### src/rtl/bitflip_scrub_sensor.sv
// Radiation bit-flip monitor: scans a register array of sentinel words, counts
// flipped bits, scrubs corrupted words and reports saturating statistics.
module bitflip_scrub_sensor #(
    parameter int unsigned      WORDS    = 16,
    parameter int unsigned      WIDTH    = 8,
    parameter logic [WIDTH-1:0] PATTERN  = WIDTH'(8'hA5),
    parameter int unsigned      CNT_W    = 16,
    parameter int unsigned      SCAN_GAP = 4,
    localparam int unsigned     IW       = (WORDS > 1) ? $clog2(WORDS) : 1,
    localparam int unsigned     BW       = (WIDTH > 1) ? $clog2(WIDTH) : 1,
    localparam int unsigned     PW       = $clog2(WIDTH + 1)
) (
    input  logic             clk,
    input  logic             rst_n,
    input  logic             enable,
    input  logic             clear,
    input  logic             inject_valid,
    input  logic [IW-1:0]    inject_word,
    input  logic [BW-1:0]    inject_bit,
    output logic             error,
    output logic [CNT_W-1:0] flip_count,
    output logic [CNT_W-1:0] event_count,
    output logic             event_valid,
    output logic [IW-1:0]    event_word,
    output logic [PW-1:0]    event_bits,
    output logic             scan_done
);

    localparam int unsigned GW = (SCAN_GAP > 1) ? $clog2(SCAN_GAP) : 1;

    typedef enum logic [1:0] {S_IDLE, S_CHECK, S_SCRUB, S_GAP} state_t;

    state_t              r_state;
    state_t              w_state_nxt;
    logic [IW-1:0]       r_idx;
    logic [IW-1:0]       w_idx_nxt;
    logic [GW-1:0]       r_gap;
    logic [GW-1:0]       w_gap_nxt;
    logic                w_advance;
    logic                w_done_nxt;
    logic [WIDTH-1:0]    w_diff;
    logic [PW-1:0]       w_pop;
    logic [WIDTH-1:0]    w_inj_mask;
    logic [CNT_W:0]      w_flip_sum;
    logic [CNT_W:0]      w_evt_sum;
    logic [CNT_W-1:0]    w_flip_sat;
    logic [CNT_W-1:0]    w_evt_sat;

    (* keep *) logic [WIDTH-1:0] r_mem [WORDS];

    function automatic logic [WIDTH-1:0] expected_word(input int unsigned i);
        return (i % 2 == 1) ? ~PATTERN : PATTERN;
    endfunction

    always_comb begin
        w_diff = r_mem[r_idx] ^ expected_word(32'(r_idx));
        w_pop  = '0;
        for (int unsigned b = 0; b < WIDTH; b++) begin
            w_pop = w_pop + PW'(w_diff[b]);
        end
        w_inj_mask = '0;
        for (int unsigned b = 0; b < WIDTH; b++) begin
            if (32'(inject_bit) == b) begin
                w_inj_mask[b] = 1'b1;
            end
        end
        // Additions run one bit wider so the carry selects the clamp value.
        w_flip_sum = {1'b0, flip_count} + (CNT_W + 1)'(event_bits);
        w_evt_sum  = {1'b0, event_count} + 1'b1;
        w_flip_sat = w_flip_sum[CNT_W] ? '1 : w_flip_sum[CNT_W-1:0];
        w_evt_sat  = w_evt_sum[CNT_W]  ? '1 : w_evt_sum[CNT_W-1:0];
    end

    always_comb begin
        w_state_nxt = r_state;
        w_idx_nxt   = r_idx;
        w_gap_nxt   = r_gap;
        w_advance   = 1'b0;
        w_done_nxt  = 1'b0;
        case (r_state)
            S_IDLE:  if (enable) w_state_nxt = S_CHECK;
            S_CHECK: begin
                if (w_diff != '0) w_state_nxt = S_SCRUB;
                else              w_advance   = 1'b1;
            end
            S_SCRUB: w_advance = 1'b1;
            S_GAP: begin
                if (32'(r_gap) == SCAN_GAP - 1) begin
                    w_gap_nxt   = '0;
                    w_state_nxt = enable ? S_CHECK : S_IDLE;
                end else begin
                    w_gap_nxt = r_gap + 1'b1;
                end
            end
            default: w_state_nxt = S_IDLE;
        endcase
        if (w_advance) begin
            if (32'(r_idx) == WORDS - 1) begin
                w_done_nxt = 1'b1;
                w_idx_nxt  = '0;
                if (SCAN_GAP == 0) w_state_nxt = enable ? S_CHECK : S_IDLE;
                else               w_state_nxt = S_GAP;
            end else begin
                w_idx_nxt   = r_idx + 1'b1;
                w_state_nxt = enable ? S_CHECK : S_IDLE;
            end
        end
    end

    always_ff @(posedge clk or negedge rst_n) begin
        if (!rst_n) begin
            r_state     <= S_IDLE;
            r_idx       <= '0;
            r_gap       <= '0;
            error       <= 1'b0;
            flip_count  <= '0;
            event_count <= '0;
            event_valid <= 1'b0;
            event_word  <= '0;
            event_bits  <= '0;
            scan_done   <= 1'b0;
        end else begin
            r_state     <= w_state_nxt;
            r_idx       <= w_idx_nxt;
            r_gap       <= w_gap_nxt;
            scan_done   <= w_done_nxt;
            event_valid <= (r_state == S_CHECK) && (w_diff != '0);
            // event_bits doubles as the captured popcount consumed in SCRUB.
            if ((r_state == S_CHECK) && (w_diff != '0)) begin
                event_word <= r_idx;
                event_bits <= w_pop;
            end
            if (clear) begin
                error       <= 1'b0;
                flip_count  <= '0;
                event_count <= '0;
            end else if (r_state == S_SCRUB) begin
                error       <= 1'b1;
                flip_count  <= w_flip_sat;
                event_count <= w_evt_sat;
            end
        end
    end

    always_ff @(posedge clk or negedge rst_n) begin
        if (!rst_n) begin
            for (int unsigned i = 0; i < WORDS; i++) begin
                r_mem[i] <= expected_word(i);
            end
        end else begin
            for (int unsigned i = 0; i < WORDS; i++) begin
                if ((r_state == S_SCRUB) && (32'(r_idx) == i)) begin
                    r_mem[i] <= expected_word(i);
                end else if (inject_valid && (32'(inject_word) == i)) begin
                    r_mem[i] <= r_mem[i] ^ w_inj_mask;
                end
            end
        end
    end

endmodule

### config.mk
export PLATFORM = sky130hd
export DESIGN_NAME = bitflip_scrub_sensor
export DESIGN_NICKNAME = d
export VERILOG_FILES = /design/src/rtl/bitflip_scrub_sensor.sv
export SDC_FILE = /design/constraint.sdc
export NUM_CORES = 1
export LEC_CHECK = 0
export ABC_CLOCK_PERIOD_IN_PS = 5500
export BUFFER_PORTS_ARGS = -buffer_cell sky130_fd_sc_hd__buf_4
export CORE_MARGIN = 2
export CORE_UTILIZATION = 56
export CTS_CLUSTER_DIAMETER = 200
export DETAILED_ROUTE_END_ITERATION = 10
export GPL_ROUTABILITY_DRIVEN = 0
export GPL_TIMING_DRIVEN = 0
export HOLD_SLACK_MARGIN = 0.03
export PLACE_DENSITY = 0.87
export SKIP_CTS_REPAIR_TIMING = 1
export SYNTH_ARGS = -nofsm -noshare
export SYNTH_HDL_FRONTEND = slang
export SYNTH_SLANG_ARGS = --single-unit
### constraint.sdc
create_clock -name clk -period 5.5 [get_ports clk]
set_clock_uncertainty 0.15 [all_clocks]
set_input_delay 0.55 -clock clk [delete_from_list [all_inputs] [get_ports clk]]
set_output_delay 0.55 -clock clk [all_outputs]
set_load 0.1 [all_outputs]
==> summary.txt <==
grt ovf: 0
I/O Pins: 55
# port buffers: 51
Setup TNS: 0 ns
pwr/cell area: 589.5 nW/um^2
slowest CP cell: mux4_2
critical path buffer and inverter count: 4
TritonCTS Buffers: 17
CP top delay family: adder cells
Max stage delay on crit path: 0.57 ns
Seq/Total Area, Yosys: 45.69%
drt drc: 0
Die ar.: 18,900 um^2
dominant synthesized flop cell: dfrtp_1
reg2reg path depth: 14
number of synthesized flops with an enable pin: 0
YS warnings: 0
fmax: 188.7 MHz
CP required: 5.67 ns
H-tree levels: 4
Synth area leaders: dfrtp_1 (29%), dfstp_2 (17%), mux4_2 (6.3%)
clock root cell: clkbuf_16
RSZ-0062 raised after global routing: false
Vias: 9,058
Clock Sinks: 179
nets: 1,122
Core ar.: 17,360 um^2
crit-path most repeated cell: fa_1
FF-to-FF End: event_bits[2]$_DFFE_PN0P_
Lkg Pwr: 4.633 nW
Yosys top cell area share: 28.84%
gr usage total: 32.63%
crit-path cells: buf_8, buf_4, mux4_2, mux4_2, xnor2_1, fa_1, fa_1, inv_1, fa_1, ha_1, inv_1, fa_1, xnor2_1, mux2_1
Worst Min Path Start: enable
crit-path max FO: 19
ys async rst share: 100.0%
initial core utilization: 57.50%
Detailed Route Iter0 Violations: 990
DRT Pass-1 Iters: 7
startpoint of the worst register-to-register path: r_idx[0]$_DFFE_PN0P_
Hold Path Stages: 3
Critical Path End Type: flop
count leader, synth: dfrtp_1
area leader, netlist: dfrtp_1
Post-Syn Area: 9980 um^2
Synth Register Bits: 179
first-pass GRT wire length: 46,570 um
chip height: 137.5 um
Syn Area/Cell: 9.803 um^2
status: completed
largest net degree at the start of global routing: 94
Worst Setup Start Kind: flop
crit path kind: flop to flop
TritonCTS clock tree: done
syn nets: 1,053
CP startpoint: r_idx[0]$_DFFE_PN0P_
clock-pin slew on the worst setup and hold paths: 0.06 ns
Post-DP HPWL: 20,380 um
Final Hold Viols: 0
Area growth, synth to finish: 13.14%
final wirelength: 29,260 um
Max-slew headroom: 22.80%
unique cell type count in the Yosys netlist: 57
share of layout cells above drive strength 1: 17.55%
peak supply drop: 0.0006121 V
Die X: 137.5 um
max-cap viol count: 0
r2r setup slk: 0.20 ns
worst-margin pin slew: 1.156 ns
Antenna diodes: 0
WHS Endpoint: r_state[0]$_DFFE_PN0P_
Worst Hold Class: input pin to flop
final setup vio count: 0
Post-Syn Instances: 1,018
Final min period: 5.300 ns
# rows: 48
Core Util, Final: 65.05%
detail-routed via count per cell: 6.836
most common library cells after synthesis: dfrtp_1 (115), o21ai_0 (111), a21oi_1 (85)
number of global-route vias before repair: 8,864
Skew-Pair Late Insertion Delay: 0.45 ns
Clock Path Buffers: 2
Max Slew Vio Count: 0
Final period util: 96.37%
DRT antenna net count: 0
Worst Path Arrival: 5.47 ns
WL/cell: 22.08 um
antenna violations before repair: 0
cells in the final DEF, fill, tap and decap left out, drive strengths merged, types with 8 or more instances in the layout:
cell type / n
a311oi: 14
nor2: 69
o21ai: 112
a31oi: 8
nand3: 77
or3: 82
nand2: 56
dfrtp: 115
a22oi: 11
dfstp: 64
mux4: 34
clkbuf: 83
mux2: 10
inv: 26
and3: 42
xor2: 25
buf: 58
ha: 18
a211oi: 10
a21oi: 85
nor3: 11
nor2b: 11
per-stage QoR:
step / cells / hold slack, ns / worst slack, ns / power, W / area (um^2)
2_1_floorplan: 1018 / 0.1044 / 0.01109 / 0.004462 / 9980
3_3_place_gp: 1294 / 0.3165 / -0.7829 / 0.005159 / 10640
3_5_place_dp: 1295 / 0.3336 / -0.9673 / 0.005346 / 10680
4_1_cts: 1327 / -0.002886 / -0.9868 / 0.006618 / 11270
5_1_grt: 1325 / 0.2939 / 0.03050 / 0.007029 / 11290
6_report: 1325 / 0.2758 / 0.1999 / 0.006656 / 11290
sequential cells by signal, indices dropped and copies added, names as in the netlist:
signal       flops
r_mem          128
event_count     16
flip_count      16
event_bits       4
event_word       4
r_idx            4
r_gap            2
r_state          2
error            1
event_valid      1
scan_done        1
worst max-delay path by stage:
stage	endpoint	slack, ns	depth (start not counted)
6_report	event_bits[2]$_DFFE_PN0P_	0.20	14
5_1_grt	event_bits[2]$_DFFE_PN0P_	0.03	14
4_1_cts	event_bits[2]$_DFFE_PN0P_	-0.99	16
3_5_place_dp	event_bits[2]$_DFFE_PN0P_	-0.97	16
3_3_place_gp	event_bits[2]$_DFFE_PN0P_	-0.78	16
2_1_floorplan	event_bits[2]$_DFFE_PN0P_	0.01	15
report_power, final:
| part | switching [W] | total [W] | internal (W) |
|---|---|---|---|
| logic | 0.00204 | 0.00337 | 0.00133 |
| registers | 0.000286 | 0.00204 | 0.00175 |
| clock network | 0.000542 | 0.00125 | 0.000707 |
| total | 0.00287 | 0.00666 | 0.00379 |
layout make-up:
| cell class | count | area, um^2 |
|---|---|---|
| Fill cell | 1300 | 6066 |
| Multi-Input combinational cell | 744 | 5046 |
| Sequential cell | 179 | 4561 |
| Clock buffer | 21 | 470.5 |
| Timing Repair Buffer | 53 | 427.9 |
| Buffer | 68 | 289.0 |
| Tap cell | 225 | 281.5 |
| Clock inverter | 11 | 125.1 |
| Inverter | 24 | 90.09 |
tightest hold or removal path, cell delays in order:
cell,delay (ns)
buf_4,0.10
a221oi_1,0.05
a31oi_1,0.13
routing by layer:
layer	wire, um	track usage [%]	vias up
met4	1220	16.44	0
met5	0	0	-
met2	13840	51.85	654
met3	3151	8.094	124
met1	11050	41.75	4405
li1	-	-	3875
kinds of logic after synthesis:
| group | synth area share, % |
|---|---|
| XOR/XNOR | 2.808 |
| flip-flops | 45.69 |
| AND/OR/NAND/NOR | 20.19 |
| AO/OA/AOI/OAI | 14.88 |
| multiplexers | 9.428 |
| buffers and inverters | 3.749 |
| adder cells (fa/ha/maj) | 3.260 |
Power figures use the tool's default switching activity.
